[src/rtl/hanoi_pkg.sv]
// Shared Towers of Hanoi types: peg encoding, solver FSM states, default disc count.
package hanoi_pkg;

  typedef enum logic [1:0] {
    PEG_A = 2'd0,
    PEG_B = 2'd1,
    PEG_C = 2'd2
  } peg_e;

  typedef enum logic [1:0] {
    ST_IDLE = 2'd0,
    ST_RUN  = 2'd1,
    ST_DONE = 2'd2
  } state_e;

  localparam int NUM_DISCS_DEFAULT = 20;

  // Peg arithmetic modulo 3; k is 1 or 2.
  function automatic logic [1:0] peg_add(input logic [1:0] p, input logic [1:0] k);
    logic [2:0] s;
    s = {1'b0, p} + {1'b0, k};
    if (s >= 3'd3) s = s - 3'd3;
    return s[1:0];
  endfunction

endpackage

[src/rtl/hanoi_top_finder.sv]
// Priority encoder: smallest disc index resting on peg_i, or NUM_DISCS when the peg is empty.
// Purely combinational; no flow control.
module hanoi_top_finder
  import hanoi_pkg::*;
#(
  parameter int NUM_DISCS = NUM_DISCS_DEFAULT,
  parameter int DISC_W    = 5
) (
  input  logic [NUM_DISCS-1:0][1:0] discs_i,
  input  logic [1:0]                peg_i,
  output logic [DISC_W-1:0]         top_o
);

  // Scan from the largest index down so the lowest match wins.
  always_comb begin
    top_o = DISC_W'(NUM_DISCS);
    for (int i = NUM_DISCS - 1; i >= 0; i--) begin
      if (discs_i[i] == peg_i) top_o = DISC_W'(i);
    end
  end

endmodule

[src/rtl/hanoi_solver.sv]
// Iterative Towers of Hanoi solver (A->B): first move valid 1 cycle after start, one move per cycle,
// move held stable while move_ready is low. HANOI_SOLVER_CHECK_EN adds a sticky `illegal` output.
module hanoi_solver
  import hanoi_pkg::*;
#(
  parameter int NUM_DISCS = NUM_DISCS_DEFAULT,
  parameter int DISC_W    = 5
) (
  input  logic                 clock,
  input  logic                 reset,
  input  logic                 start,
  output logic                 move_valid,
  input  logic                 move_ready,
  output logic [1:0]           move_from,
  output logic [1:0]           move_to,
  output logic [DISC_W-1:0]    move_disc,
  output logic                 busy,
  output logic                 done,
  output logic [NUM_DISCS-1:0] move_count
`ifdef HANOI_SOLVER_CHECK_EN
  ,
  output logic                 illegal
`endif
);

  localparam bit ODD_N = (NUM_DISCS % 2) == 1;

  state_e                    state_q, state_d;
  logic [NUM_DISCS-1:0][1:0] disc_q, disc_d;
  logic [NUM_DISCS-1:0]      cnt_q, cnt_d;
  logic [NUM_DISCS-1:0]      cnt_inc;

  logic [DISC_W-1:0] top_a, top_b, top_c;
  logic [DISC_W-1:0] top_x, top_y, mv_disc;
  logic [1:0]        peg0, peg_x, peg_y, mv_from, mv_to;
  logic              accept, all_on_b;

  function automatic logic [DISC_W-1:0] pick_top(input logic [1:0] p,
                                                 input logic [DISC_W-1:0] ta,
                                                 input logic [DISC_W-1:0] tb,
                                                 input logic [DISC_W-1:0] tc);
    case (p)
      PEG_A:   return ta;
      PEG_B:   return tb;
      default: return tc;
    endcase
  endfunction

  hanoi_top_finder #(.NUM_DISCS(NUM_DISCS), .DISC_W(DISC_W)) u_top_a (
    .discs_i(disc_q), .peg_i(PEG_A), .top_o(top_a)
  );
  hanoi_top_finder #(.NUM_DISCS(NUM_DISCS), .DISC_W(DISC_W)) u_top_b (
    .discs_i(disc_q), .peg_i(PEG_B), .top_o(top_b)
  );
  hanoi_top_finder #(.NUM_DISCS(NUM_DISCS), .DISC_W(DISC_W)) u_top_c (
    .discs_i(disc_q), .peg_i(PEG_C), .top_o(top_c)
  );

  // Even move counts move disc 0 cyclically; odd counts make the only legal move between the other two pegs.
  always_comb begin
    peg0  = disc_q[0];
    peg_x = peg_add(peg0, 2'd1);
    peg_y = peg_add(peg0, 2'd2);
    top_x = pick_top(peg_x, top_a, top_b, top_c);
    top_y = pick_top(peg_y, top_a, top_b, top_c);
    if (!cnt_q[0]) begin
      mv_from = peg0;
      mv_to   = ODD_N ? peg_x : peg_y;
      mv_disc = '0;
    end else if (top_x < top_y) begin
      mv_from = peg_x;
      mv_to   = peg_y;
      mv_disc = top_x;
    end else begin
      mv_from = peg_y;
      mv_to   = peg_x;
      mv_disc = top_y;
    end
  end

  assign accept  = (state_q == ST_RUN) && move_ready;
  assign cnt_inc = cnt_q + NUM_DISCS'(1);

  always_comb begin
    state_d = state_q;
    disc_d  = disc_q;
    cnt_d   = cnt_q;
    case (state_q)
      ST_IDLE, ST_DONE: begin
        if (start) begin
          state_d = ST_RUN;
          disc_d  = '0;
          cnt_d   = '0;
        end
      end
      ST_RUN: begin
        if (accept) begin
          for (int i = 0; i < NUM_DISCS; i++) begin
            if (mv_disc == DISC_W'(i)) disc_d[i] = mv_to;
          end
          cnt_d = cnt_inc;
          if (&cnt_inc) state_d = ST_DONE;
        end
      end
      default: state_d = ST_IDLE;
    endcase
  end

  always_ff @(posedge clock) begin
    if (reset) begin
      state_q <= ST_IDLE;
      disc_q  <= '0;
      cnt_q   <= '0;
    end else begin
      state_q <= state_d;
      disc_q  <= disc_d;
      cnt_q   <= cnt_d;
    end
  end

  always_comb begin
    all_on_b = 1'b1;
    for (int i = 0; i < NUM_DISCS; i++) begin
      if (disc_q[i] != PEG_B) all_on_b = 1'b0;
    end
  end

  assign move_valid = (state_q == ST_RUN);
  assign busy       = (state_q == ST_RUN);
  assign done       = all_on_b;
  assign move_count = cnt_q;
  assign move_from  = move_valid ? mv_from : 2'd0;
  assign move_to    = move_valid ? mv_to   : 2'd0;
  assign move_disc  = move_valid ? mv_disc : '0;

`ifdef HANOI_SOLVER_CHECK_EN
  logic [DISC_W-1:0] src_top, dst_top;
  logic              illegal_q, illegal_d;

  always_comb begin
    src_top   = pick_top(mv_from, top_a, top_b, top_c);
    dst_top   = pick_top(mv_to, top_a, top_b, top_c);
    illegal_d = illegal_q;
    if (accept && ((src_top == DISC_W'(NUM_DISCS)) || (src_top >= dst_top))) illegal_d = 1'b1;
  end

  always_ff @(posedge clock) begin
    if (reset) illegal_q <= 1'b0;
    else       illegal_q <= illegal_d;
  end

  assign illegal = illegal_q;
`endif

endmodule

[config.mk]
export PLATFORM = sky130hd
export DESIGN_NAME = hanoi_solver
export DESIGN_NICKNAME = d
export VERILOG_FILES = /design/src/rtl/hanoi_pkg.sv /design/src/rtl/hanoi_top_finder.sv /design/src/rtl/hanoi_solver.sv
export SDC_FILE = /design/constraint.sdc
export NUM_CORES = 1
export LEC_CHECK = 0
export ABC_AREA = 1
export CAP_MARGIN = 20
export CORE_ASPECT_RATIO = 1.4
export CORE_MARGIN = 10
export CORE_UTILIZATION = 60
export CTS_CLUSTER_SIZE = 10
export DETAILED_ROUTE_END_ITERATION = 7
export PLACE_DENSITY = 0.82
export SETUP_SLACK_MARGIN = 0.2
export SLEW_MARGIN = 25
export SYNTH_ARGS = -nofsm -noshare
export SYNTH_HDL_FRONTEND = slang
export SYNTH_SLANG_ARGS = --single-unit
[constraint.sdc]
create_clock -name clock -period 9.35 [get_ports clock]
set_input_delay 1.87 -clock clock [delete_from_list [all_inputs] [get_ports clock]]
set_output_delay 1.87 -clock clock [all_outputs]
set_load 0.02 [all_outputs]
# Word-level counts from Yosys, hierarchy flattened
# Index checks and enable logic that the tools add are counted.
[classes]
add_sub_neg = 5
n_lt_le_gt_ge = 3
eq_ne = 106
n_mux = 123
reduce_logical = 50
[ops]
columns = ["cell", "count"]
rows = [
  ["$mux 5", 51],
  ["$ne 2x1->1 const B", 42],
  ["$mux 40", 2],
  ["$pmux 40 s2", 1],
  ["$reduce_and 4->1", 20],
  ["$mux 2", 31],
  ["$eq 2x1->1 const B", 23],
  ["$logic_not 2->1", 23],
  ["$eq 2x2->1 const B", 21],
  ["$eq 5x4->1 const B", 8],
  ["$mux 20", 2],
  ["$pmux 20 s2", 1],
  ["$mux 3", 12],
  ["$add 20x1->20 const B", 1],
  ["$eq 5x3->1 const B", 4],
  ["$eq 5x5->1 const B", 4],
  ["$mux 1", 20],
  ["$pmux 5 s2", 2],
  ["$reduce_and 20->1", 1],
  ["$eq 5x2->1 const B", 2],
  ["$ge 3x2->1 const B", 2],
  ["$reduce_and 3->1", 2],
  ["$eq 5x1->1 const B", 1],
  ["$logic_not 5->1", 1],
  ["other kinds (9)", 10],
]
[totals]
reg_bits = 62
out_inout_bits = 32

# Depth between registers and ports, before layout
# Gate-level depths: netlist of run 1.
[depth]
ltp_word = 29
mapped_depth = 36
mapped_depth_nobuf = 36

# Modules after synthesis
# From an unflattened synthesis of run 1, not the netlist that was laid out.
[hier_totals]
cells_unflattened = 1037
area_unflattened_um2 = 6302.3
[by_module_without_submodules]
columns = ["mod", "n_inst", "cells_per_inst", "area_per_inst_um2"]
rows = [
  ["hanoi_solver", 1, 647, 4117.7],
  ["hanoi_top_finder", 3, 130, 728.2],
]

# Worst setup path before layout of run 1
# OpenSTA, ideal clock, no wires.
[synth_timing]
path_kind = "reg-to-output"
from = "register disc_q (netlist bit peg0[0])"
to = "output move_from[0]"
arrival_ns = 3.424
setup_slack_ns = 4.056
stages_incl_launch_ff = 17
path_cell_list = "dfxtp_1 inv_1 ha_1 clkbuf_1 inv_1 clkbuf_1 a221o_1 o21ai_0 inv_1 ha_1 nand2_1 nor2_1 a211oi_2 nand2_4 nand2_4 inv_2 a211oi_1"
[synth_between]
elab_chain_cells = 9
elab_cells_between_ends = 24
classes_between = "add/sub (4); order compare (3); eq/ne (4); mux (10); reduce/logical (3)"
[synth_rtl]
columns = ["element", "line", "rtl"]
rows = [
  ["start, declared", "hanoi_solver.sv:29", "logic [NUM_DISCS-1:0][1:0] disc_q, disc_d;"],
  ["start signal, assigned", "hanoi_solver.sv:116", "disc_q <= disc_d;"],
  ["$add 2x1->3 or $add 2x2->3 (tied branches)", "hanoi_pkg.sv:21", "s = {1'b0, p} + {1'b0, k};"],
  ["$ge 3x2->1 or $sub 2x2->2 (tied branches)", "hanoi_pkg.sv:22", "if (s >= 3'd3) s = s - 3'd3;"],
  ["$mux 2", "hanoi_pkg.sv:22", ""],
  ["$eq 2x1->1 or $logic_not 2->1 (tied branches)", "hanoi_solver.sv:42", "case (p)"],
  ["$pmux 5 s2", "hanoi_solver.sv:42", ""],
  ["$lt 5x5->1", "hanoi_solver.sv:70", "end else if (top_x < top_y) begin"],
  ["$mux 2", "hanoi_solver.sv:70", ""],
  ["$mux 2 *", "hanoi_solver.sv:66", "if (!cnt_q[0]) begin"],
  ["$mux 2 *", "hanoi_solver.sv:132", "assign move_from = move_valid ? mv_from : 2'd0;"],
  ["end, declared", "hanoi_solver.sv:14", "output logic [1:0] move_from,"],
]
# Mark *: on every way between the ends. The rest lies on a longest branch, timed or not.

# Final worst setup path of run 1
[layout_timing]
from = "register disc_q[14] (netlist name)"
to = "output move_to[0]"
[layout_between]
elab_chain_cells = 14
elab_cells_between_ends = 33
classes_between = "order compare (1); eq/ne (2); mux (29); reduce/logical (1)"
[layout_rtl]
columns = ["element", "line", "rtl"]
rows = [
  ["$eq 2x2->1 (tied with other cells)", "hanoi_top_finder.sv:18", "if (discs_i[i] == peg_i) top_o = DISC_W'(i);"],
  ["$mux 5 (8 in series)", "hanoi_top_finder.sv:18", ""],
  ["$pmux 5 s2", "hanoi_solver.sv:42", ""],
  ["$lt 5x5->1 *", "hanoi_solver.sv:70", ""],
  ["$mux 2 *", "hanoi_solver.sv:70", ""],
  ["$mux 2 *", "hanoi_solver.sv:66", ""],
  ["$mux 2 *", "hanoi_solver.sv:133", "assign move_to = move_valid ? mv_to : 2'd0;"],
  ["end, declared", "hanoi_solver.sv:15", "output logic [1:0] move_to,"],
]
# Marked as above.

==> run summary, run 1 <==
max-cap viol count: 0
clock latency on the worst-skew pair: 0.37 ns
Req. time, crit path: 7.48 ns
I/O pins: 36
fill count: 716
die height: 125 um
DRC: 0
initial antenna violation count: 0
ys flop type: dfxtp_1
drt total wl: 14200 um
Post-CTS Hold Fix Bufs: 0
hold path cells: 2
crit path max fanout: 21
CTS tree: yes
clock power share: 23.2%
fin crit period: 6.70 ns
R2R cell count: 20
core area: 0.00770 mm^2
switching share of power: 46.8%
die area: 0.0119 mm^2
final hold vios: 0
fin. max-slew vios: 0
GP Congestion: 0.904
number of H-tree levels: 3
Seq cells post-synth: 62
Mapped Area: 0.00473 mm^2
Final Core Density: 68.8%
Yosys warnings: 0
startpoint types: register
Reg2Reg Setup Slack: 5.13 ns
Post-CTS Setup Bufs: 0
count of flip-flops with a built-in enable after synthesis: 0
Nets: 857
drt pass-1 iters: 5
skew final: 0.00790 ns
worst-margin pin slew: 0.827 ns
Mapped Nets: 830
Leakage Power: 2.43 nW
largest net degree at the start of global routing: 43
arrival time at the worst endpoint: 4.83 ns
RSZ-0062 raised after global routing: no
CTS root buf: clkbuf_8
Cells after Synth: 815
VDD IR max: 0.107 mV
Worst Hold Class: register to register
footprint of the multi-input gates: 0.00295 mm^2
Psw: 459 uW
Storage cell area: 0.00124 mm^2
P&R area growth vs syn: 12.0%
share of layout cells above drive strength 1: 7.56%
row cnt: 38
1st-iter DRT viols: 377
DR vias/cell: 5.54
Seq/Total Area, Yosys: 26.2%
FMAX: 149 MHz
first-pass GRT wire length: 23300 um
setup TNS: 0 ns
clk buf depth: 2
status: completed
clock slew at reported path FFs: 0.08 ns
slowest stage cell, crit path: clkdlybuf4s50_1
gr usage total: 24.3%
initial core utilization: 61.4%
Tcrit/Tclk final: 71.6%
DP HPWL: 10800 um
crit path cell chain: nor2_1, nor4_1, nand3_1, nor3_1, a221o_1, o21ai_0, ha_1, nand2_1, nor2_1, a211oi_2, nand2_4, nand2_4, inv_2, nand2_1, o211ai_1, inv_2, clkdlybuf4s50_1
Num CTS Buffers: 9
antenna-violating nets left: 0
Gate power share: 46.5%
syn avg cell area: 5.80 um^2
IO Port Bufs: 35
Sink Count: 62
endpoints failing setup: 0
vias in the first global route: 5096
antenna cells: 0
post_cts resized: 0
CP endpoint kind: output port
Crit Path Class: register to output port
Rel. slew slack: 44.8%
P per Cell Area: 185 mW/mm^2
post-synth cell types: 42
GR Overflow Total: 0
share of synthesized registers carrying an async set or reset: 0%
P_int: 521 uW
routed len/inst: 15.0 um
max incr delay on CP: 0.69 ns
Die Wd: 95.0 um
power share of the sequential group: 30.3%
routed via count: 5244
## power by group through the flow
stage          clock network, mW  registers [mW]  logic, mW
5_1_grt                    0.241           0.299      0.510
3_5_place_dp                   0           0.302      0.448
6_report                   0.228           0.296      0.455
3_3_place_gp                   0           0.301      0.441
4_1_cts                    0.228           0.296      0.451
2_1_floorplan                  0           0.297      0.353
## metrics by stage
stage / hold WS [ns] / total power [mW] / setup WS (ns) / area (um^2) / instances
after floorplan: 0.452 / 0.650 / 4.06 / 4730 / 815
after global placement: 0.466 / 0.742 / 3.18 / 5120 / 931
after detailed placement: 0.466 / 0.750 / 3.11 / 5120 / 931
after CTS: 0.478 / 0.974 / 2.72 / 5300 / 947
after global routing: 0.508 / 1.05 / 2.33 / 5300 / 947
final: 0.481 / 0.979 / 2.65 / 5300 / 947
## metal layers
metal | global-route usage (%) | vias to the layer above | routed length [um]
met2 | 41.6 | 195 | 7100
met4 | 14.8 | 0 | 708
met3 | 5.57 | 55 | 897
met5 | 0 | - | 0
met1 | 26.0 | 2373 | 5480
li1 | - | 2621 | -
## cell usage in the layout, fill, tap and decap left out, types with 2 or more instances in the layout
cell type        netlist  routed
o21ai_0               12      12
o21ai_1                3       3
clkdlybuf4s50_1        0      35
inv_2                  6       6
xor2_1                11      11
o22ai_1                3       3
nand4_1                9       9
o211ai_1               3       3
nor2_1               110     110
nor4_1                10      10
a211oi_2               2       2
inv_1                102     102
nor2_2                 4       4
nand2_2                8       8
o21ai_2                3       3
buf_4                  5       5
ha_1                  11      11
or2_2                  8       8
dfxtp_1               62      62
inv_6                  0       4
nand2_4                3       3
a21oi_1               45      45
nor2_4                 2       2
nand3_2                5       5
a31oi_1                5       5
o21bai_1              10      10
nor3_1                 8       8
nand2_1              282     282
a221o_1                3       3
nand3_1               50      50
clkbuf_8               0       9
## flip-flops by register name, summed over array words and instances (netlist names)
name,flops
peg0,2
move_count,20
state_q,2
disc_q,38
## cell usage after synthesis, types with 5 or more instances
library cell  count  area (um^2)
clkbuf_1         15         56.3
o21ai_0          12         60.1
nor2_1          110          413
nor4_1           10         62.6
nor3_1            8         40.0
nand2_1         282         1060
inv_2             6         22.5
nand3_2           5         50.1
o21bai_1         10         75.1
buf_4             5         37.5
nand3_1          50          250
inv_1           102          383
ha_1             11          138
dfxtp_1          62         1240
a31oi_1           5         31.3
nand4_1           9         56.3
nand2_2           8         50.1
xor2_1           11         96.3
or2_2             8         50.1
a21oi_1          45          225
## kinds of logic after synthesis
| group | synth area share, % |
|---|---|
| compound gates | 11.9 |
| xor+xnor | 2.22 |
| fa+ha+maj | 2.91 |
| buf+inv | 11.3 |
| flops | 26.2 |
| simple gates | 45.4 |
## worst paths after layout
path	to	startpoint
setup reg to reg	disc_q[23]	disc_q[14]
hold / removal	disc_q[27]	disc_q[27]
hold reg to reg	disc_q[27]	disc_q[27]
setup / recovery	move_to[0]	disc_q[14]
## worst max-delay path, delay by kind of cell (launching register included)
kind,cells,cell delay [ns]
buffers and inverters,3,1.10
adder cells (fa/ha/maj),1,0.35
AO/OA/AOI/OAI,4,0.96
AND/OR/NAND/NOR,9,1.66
flip-flops,1,0.37
## area by class of cell
type | count | area share, %
Inverter | 109 | 7.72
Multi-Input combinational cell | 620 | 55.8
Sequential cell | 62 | 23.4
Timing Repair Buffer | 40 | 7.32
Tap cell | 100 | 2.36
Clock buffer | 9 | 2.34
Clock inverter | 7 | 1.06
(Power assumes the default switching activity.)
==> inputs of run 2 (changes only) <==
Settings changed: CORE_UTILIZATION 60 to 54, PLACE_DENSITY 0.82 to 0.78.
Clock period 9.35 ns to 5.6 ns, I/O delays scaled along.
==> run 2 against run 1 <==
Compared with the run above: clock-buffer cell count up 1; combinational power up 75%; core utilization down 4.6 points; die area up 9.0%; routed wire length up 0.54%; total power up 90%; hold slack better by 0.0017 ns; sequential cell count unchanged; via count down 2.0%; largest cell class unchanged; largest power group unchanged; highest routed layer unchanged.
==> run summary, run 2 (same netlist as run 1, synthesis figures left out) <==
clock latency on the worst-skew pair: 0.34 ns (-0.03 ns)
GP Congestion: 0.996 (+10%)
Sink Count: 62 (unchanged)
GR Overflow Total: 0 (unchanged)
fill count: 804 (+12%)
share of layout cells above drive strength 1: 8.47% (+0.91 points)
VDD IR max: 0.215 mV (+100%)
post-route cell area: 0.00549 mm^2 (+3.7%)
Largest Register: disc_q
Hold Crit Start: state_q[1]
largest net degree at the start of global routing: 44 (+2.3%)
status: completed
Crit Path Class: register to output port
Worst R2R Start: peg0[0]
number of H-tree levels: 3 (unchanged)
FF-to-FF End: disc_q[24]
routed via count: 5141 (-2.0%)
drt total wl: 14300 um (+0.54%)
Num CTS Buffers: 9 (unchanged)
CP endpoint kind: output port
Post-CTS Hold Fix Bufs: 0 (unchanged)
worst-margin pin slew: 0.791 ns (-0.0362 ns)
die area: 0.0130 mm^2 (+9.0%)
1st-iter DRT viols: 388 (+2.9%)
DP HPWL: 10700 um (-1.0%)
Die Wd: 99.1 um (+4.3%)
core area: 0.00856 mm^2 (+11%)
arrival time at the worst endpoint: 4.01 ns (-0.82 ns)
I/O pins: 36 (unchanged)
startpoint types: register
Post-DP Area: 0.00515 mm^2 (+0.56%)
hold path cells: 2 (unchanged)
fin. max-slew vios: 0 (unchanged)
fin crit period: 5.13 ns
drt pass-1 iters: 4 (-1)
CTS tree: yes
P per Cell Area: 338 mW/mm^2 (+83%)
DRC: 0 (unchanged)
antenna-violating nets left: 0 (unchanged)
IO Port Bufs: 35 (unchanged)
FMAX: 195 MHz
Placed Cells: 939 (+0.86%)
Reg2Reg Setup Slack: 1.59 ns (-3.54 ns)
Rel. slew slack: 47.2% (+2.4 points)
clock slew at reported path FFs: 0.05 ns (-0.03 ns)
DR vias/cell: 5.38 (-2.8%)
skew final: 0.00627 ns (-0.00163 ns)
post-route insts no fill: 955 (+0.84%)
first-pass GRT wire length: 23400 um (+0.71%)
Nets: 861 (+0.47%)
initial core utilization: 55.3% (-6.1 points)
Worst Hold Class: register to register
worst hold endpoint: state_q[1]
Leakage Power: 2.61 nW (+7.6%)
crit path max fanout: 10 (-52%)
R2R cell count: 19 (-5.0%)
Tcrit/Tclk final: 91.7%
commonest non-fill, non-tap cell in the layout: nand2_1
setup TNS: 0 ns (unchanged)
gr usage total: 22.2% (-2.0 points)
row cnt: 40 (+5.3%)
initial antenna violation count: 0 (unchanged)
Largest register FFs: 38 (unchanged)
endpoints failing setup: 0 (unchanged)
antenna cells: 0 (unchanged)
routed len/inst: 14.9 um (-0.30%)
P&R area growth vs syn: 16.1%
die height: 131 um (+4.5%)
max-cap viol count: 0 (unchanged)
CTS root buf: clkbuf_16
Req. time, crit path: 4.48 ns (-3.00 ns)
vias in the first global route: 5146 (+0.98%)
clk buf depth: 2 (unchanged)
final hold vios: 0 (unchanged)
RSZ-0062 raised after global routing: no
most frequent cells in the layout: 282 x nand2_1, 109 x nor2_1, 101 x inv_1
[run 2: changes by cell type in the layout (fill, tap and decap cells not counted), moves of 2 or more]
cell             before  now
buf_4                 5    9
clkbuf_16             0    9
clkbuf_8              9    1
clkdlybuf4s50_1      35   29
dlymetal6s2s_1        0    6
inv_6                 4    0
nor3_1                8    6
nor3_2                1    3
[run 2: power breakdown]
part	internal [mW]	switching [mW]	total [mW]
logic	0.254	0.544	0.798
registers	0.469	0.0266	0.496
clock network	0.354	0.210	0.564
[run 2: metal layers]
| layer | up-vias | part of all wire, % | GRT usage, % |
|---|---|---|---|
| li1 | 2623 | - | - |
| met1 | 2319 | 38 | 22.1 |
| met2 | 155 | 51 | 40.5 |
| met3 | 44 | 6.1 | 6.46 |
| met4 | 0 | 4.6 | 12.4 |
| met5 | - | 0 | 0 |
[run 2: final cells by class]
class	count	area, um^2	share of cell area, %
Inverter	109	409	7.45
Sequential cell	62	1240	22.6
Timing Repair Buffer	44	433	7.88
Clock inverter	5	60.1	1.09
Multi-Input combinational cell	620	2980	54.2
Tap cell	105	131	2.39
Clock buffer	10	239	4.35
[run 2: per-stage QoR]
stage / utilization, % / setup WS (ns) / power (mW) / hold slack [ns]
2_1_floorplan: - / 1.06 / 1.09 / 0.452
3_3_place_gp: 60.1 / 0.527 / 1.24 / 0.465
3_5_place_dp: 60.1 / 0.445 / 1.25 / 0.472
4_1_cts: 63.8 / 0.332 / 1.85 / 0.481
5_1_grt: 64.2 / 0.202 / 1.98 / 0.509
6_report: 64.2 / 0.465 / 1.86 / 0.483
[run 2: how the worst max path moves through the flow]
stage	startpoint	endpoint	slack (ns)	cells past startpoint
floorplan	peg0[0]	move_from[0]	1.06	16
global placement	peg0[0]	move_to[1]	0.53	16
detailed placement	peg0[0]	move_to[1]	0.44	16
CTS	peg0[0]	move_to[1]	0.33	16
global route	peg0[1]	move_disc[0]	0.20	16
finish	peg0[0]	move_disc[3]	0.47	16
[run 2: critical path, stage by stage, from the launching register on]
cell and delay, ns:
dfxtp_1 0.40, inv_1 0.11, ha_1 0.24, nor2_2 0.21, nand3_1 0.17, nor3_2 0.23
a221o_1 0.19, o21ai_0 0.14, ha_1 0.37, nand2_1 0.11, nor2_1 0.08, a211oi_4 0.27
nand2_4 0.15, nand2_1 0.11, nand3_2 0.11, nor2_1 0.14, clkdlybuf4s50_1 0.65
[run 2: repair_timing]
action                                  4_1_cts  5_1_grt
gates resized for setup                       1       11
pin swaps                                     1        0
buffers inserted                              1        0
endpoints found under the setup margin        9        9
==> inputs of run 3 (changes only) <==
Settings changed: CORE_MARGIN 10 to 4.
==> run 3 against run 2 <==
Compared with the run above: clock skew grew 0.00086 ns; worst setup slack got worse by 0.0036 ns; routed wire length is 2.9% lower; core utilization is 0.66 points higher; global-route usage increased by 5.5 points; clock power increased by 11%; final cell count increased by 0.21%; first-iteration DRC count down 20%; hold slack better by 0.00082 ns; sequential power barely moved; largest power group unchanged.
==> run summary, run 3 (same netlist as run 1, synthesis figures left out) <==
P per Cell Area: 346 mW/mm^2 (+2.3%)
antenna-violating nets left: 0 (unchanged)
Final Core Density: 64.9% (+0.66 points)
clock slew at reported path FFs: 0.06 ns (about the same)
IO Port Bufs: 35 (unchanged)
RSZ-0062 raised after global routing: no
final hold vios: 0 (unchanged)
family with the most delay on the worst path: simple AND/OR/NAND/NOR gates
endpoints failing setup: 0 (unchanged)
Num CTS Buffers: 9 (unchanged)
CP endpoint kind: output port
Sink Count: 62 (unchanged)
hold path cells: 2 (unchanged)
Die Wd: 87.1 um (-12%)
initial core utilization: 55.3% (unchanged)
row cnt: 40 (unchanged)
gr usage total: 27.7% (+5.5 points)
fin worst setup slack: 0.462 ns (-0.00364 ns)
die area: 0.0103 mm^2 (-20%)
FF-to-FF End: state_q[0]
startpoint types: register
share of layout cells above drive strength 1: 9.04% (+0.57 points)
skew final: 0.00713 ns (+0.000865 ns)
worst-margin pin slew: 0.799 ns (+0.00842 ns)
crit path cell chain: inv_1, ha_4, nor2_2, nand3_1, nor3_1, a221o_1, o21ai_0, ha_1, nand2_1, nor2_1, a211oi_4, nand2_4, nand2_4, inv_2, nand2_1, o211ai_1, inv_2, clkdlybuf4s50_1
Crit Path Class: register to output port
max incr delay on CP: 0.60 ns (-0.05 ns)
core area: 0.00856 mm^2 (unchanged)
P&R area growth vs syn: 17.3%
R2R cell count: 16 (-3)
Rel. slew slack: 46.6% (-0.56 points)
DRC: 0 (unchanged)
routed len/inst: 14.5 um (-3.1%)
clock latency on the worst-skew pair: 0.35 ns (about the same)
fin. max-slew vios: 0 (unchanged)
Hold Slack: 0.483 ns (+0.000821 ns)
Post-DP Area: 0.00513 mm^2 (-0.29%)
arrival time at the worst endpoint: 4.02 ns (about the same)
crit path max fanout: 10 (unchanged)
most frequent cells in the layout: 282 x nand2_1, 109 x nor2_1, 101 x inv_1
DP HPWL: 10200 um (-4.7%)
VDD IR max: 0.207 mV (-3.5%)
1st-iter DRT viols: 311 (-20%)
GR Overflow Total: 0 (unchanged)
drt total wl: 13900 um (-2.9%)
Worst R2R Start: move_count[0]
Leakage Power: 2.59 nW (-0.85%)
initial antenna violation count: 0 (unchanged)
Buf+Inv Stages, Crit Path: 4 (+2)
status: completed
footprint of the multi-input gates: 0.00300 mm^2 (+0.63%)
slowest stage cell, crit path: clkdlybuf4s50_1
Tot Pwr: 1.92 mW (+3.4%)
commonest non-fill, non-tap cell in the layout: nand2_1
clk buf depth: 2 (unchanged)
antenna cells: 0 (unchanged)
vias in the first global route: 5031 (-2.2%)
largest net degree at the start of global routing: 44 (unchanged)
setup TNS: 0 ns (unchanged)
DR vias/cell: 5.47 (+1.6%)
drt pass-1 iters: 5 (+1)
Placed Cells: 937 (-0.21%)
FMAX: 195 MHz (about the same)
Largest register FFs: 38 (unchanged)
fin crit period: 5.14 ns (+0.00364 ns)
Post-CTS Hold Fix Bufs: 0 (unchanged)
fill count: 819 (+1.9%)
GP Congestion: 1.00 (+0.93%)
Req. time, crit path: 4.48 ns (about the same)
die height: 119 um (-9.2%)
post-route insts no fill: 957 (+0.21%)
routed via count: 5235 (+1.8%)
Tcrit/Tclk final: 91.8% (about the same)
CTS tree: yes
worst hold endpoint: move_count[5]
CTS root buf: clkbuf_16
I/O pins: 36 (unchanged)
first-pass GRT wire length: 22800 um (-2.7%)
Largest Register: disc_q
number of H-tree levels: 3 (unchanged)
Storage cell area: 0.00124 mm^2 (unchanged)
Reg2Reg Setup Slack: 1.58 ns (about the same)
post-route cell area: 0.00555 mm^2 (+1.0%)
post-place setup slack: 0.452 ns (+0.00765 ns)
Worst Hold Class: register to register
CP startpoint: peg0[1]
Nets: 862 (+0.12%)
max-cap viol count: 0 (unchanged)
Hold Crit Start: move_count[5]
[run 3: cell count changes in the layout (fill, tap and decap cells not counted), moves of 2 or more]
cell / change
ha_1: -3
clkdlybuf4s50_1: +2
dlymetal6s2s_1: -2
ha_2: +2
[run 3: how the worst max path moves through the flow]
| stage | endpoint | slack (ns) | depth (start not counted) |
|---|---|---|---|
| after floorplan | move_from[0] | 1.06 | 16 |
| after global placement | move_from[1] | 0.58 | 18 |
| after detailed placement | move_from[0] | 0.45 | 16 |
| after CTS | move_from[0] | 0.31 | 16 |
| after global routing | move_to[0] | 0.21 | 18 |
| final | move_to[0] | 0.46 | 18 |
[run 3: repair_timing]
| action | CTS | global route |
|---|---|---|
| setup endpoints to repair | 9 | 9 |
| pin swaps | 1 | 0 |
| resized for setup | 1 | 13 |
| setup buffers | 1 | 3 |
[run 3: per-layer routing]
metal / track usage [%] / up-vias / share of wire [%]
li1: - / 2624 / -
met3: 6.56 / 51 / 5.6
met5: 0 / - / 0
met4: 14.6 / 0 / 4.5
met2: 47.3 / 197 / 51
met1: 31.1 / 2363 / 39
[run 3: tightest hold or removal path, cell delays in order (launching register included)]
cell and delay (ns):
dfxtp_1 0.32, nand2_1 0.06, a21oi_1 0.06
[run 3: layout make-up]
type                       instances  share of cell area, %
multi-input combinational        620                   54.0
sequential                        62                   22.4
timing repair buffer              45                   7.84
inverter                         109                   7.44
clock buffer                       9                   4.06
tap                              105                   2.37
clock inverter                     7                   1.89
[run 3: where the power goes]
group	leakage, nW	switching, mW	internal [mW]
sequential	0.504	0.0263	0.469
clock	0.158	0.230	0.395
combinational	1.93	0.541	0.259
total	2.59	0.797	1.12
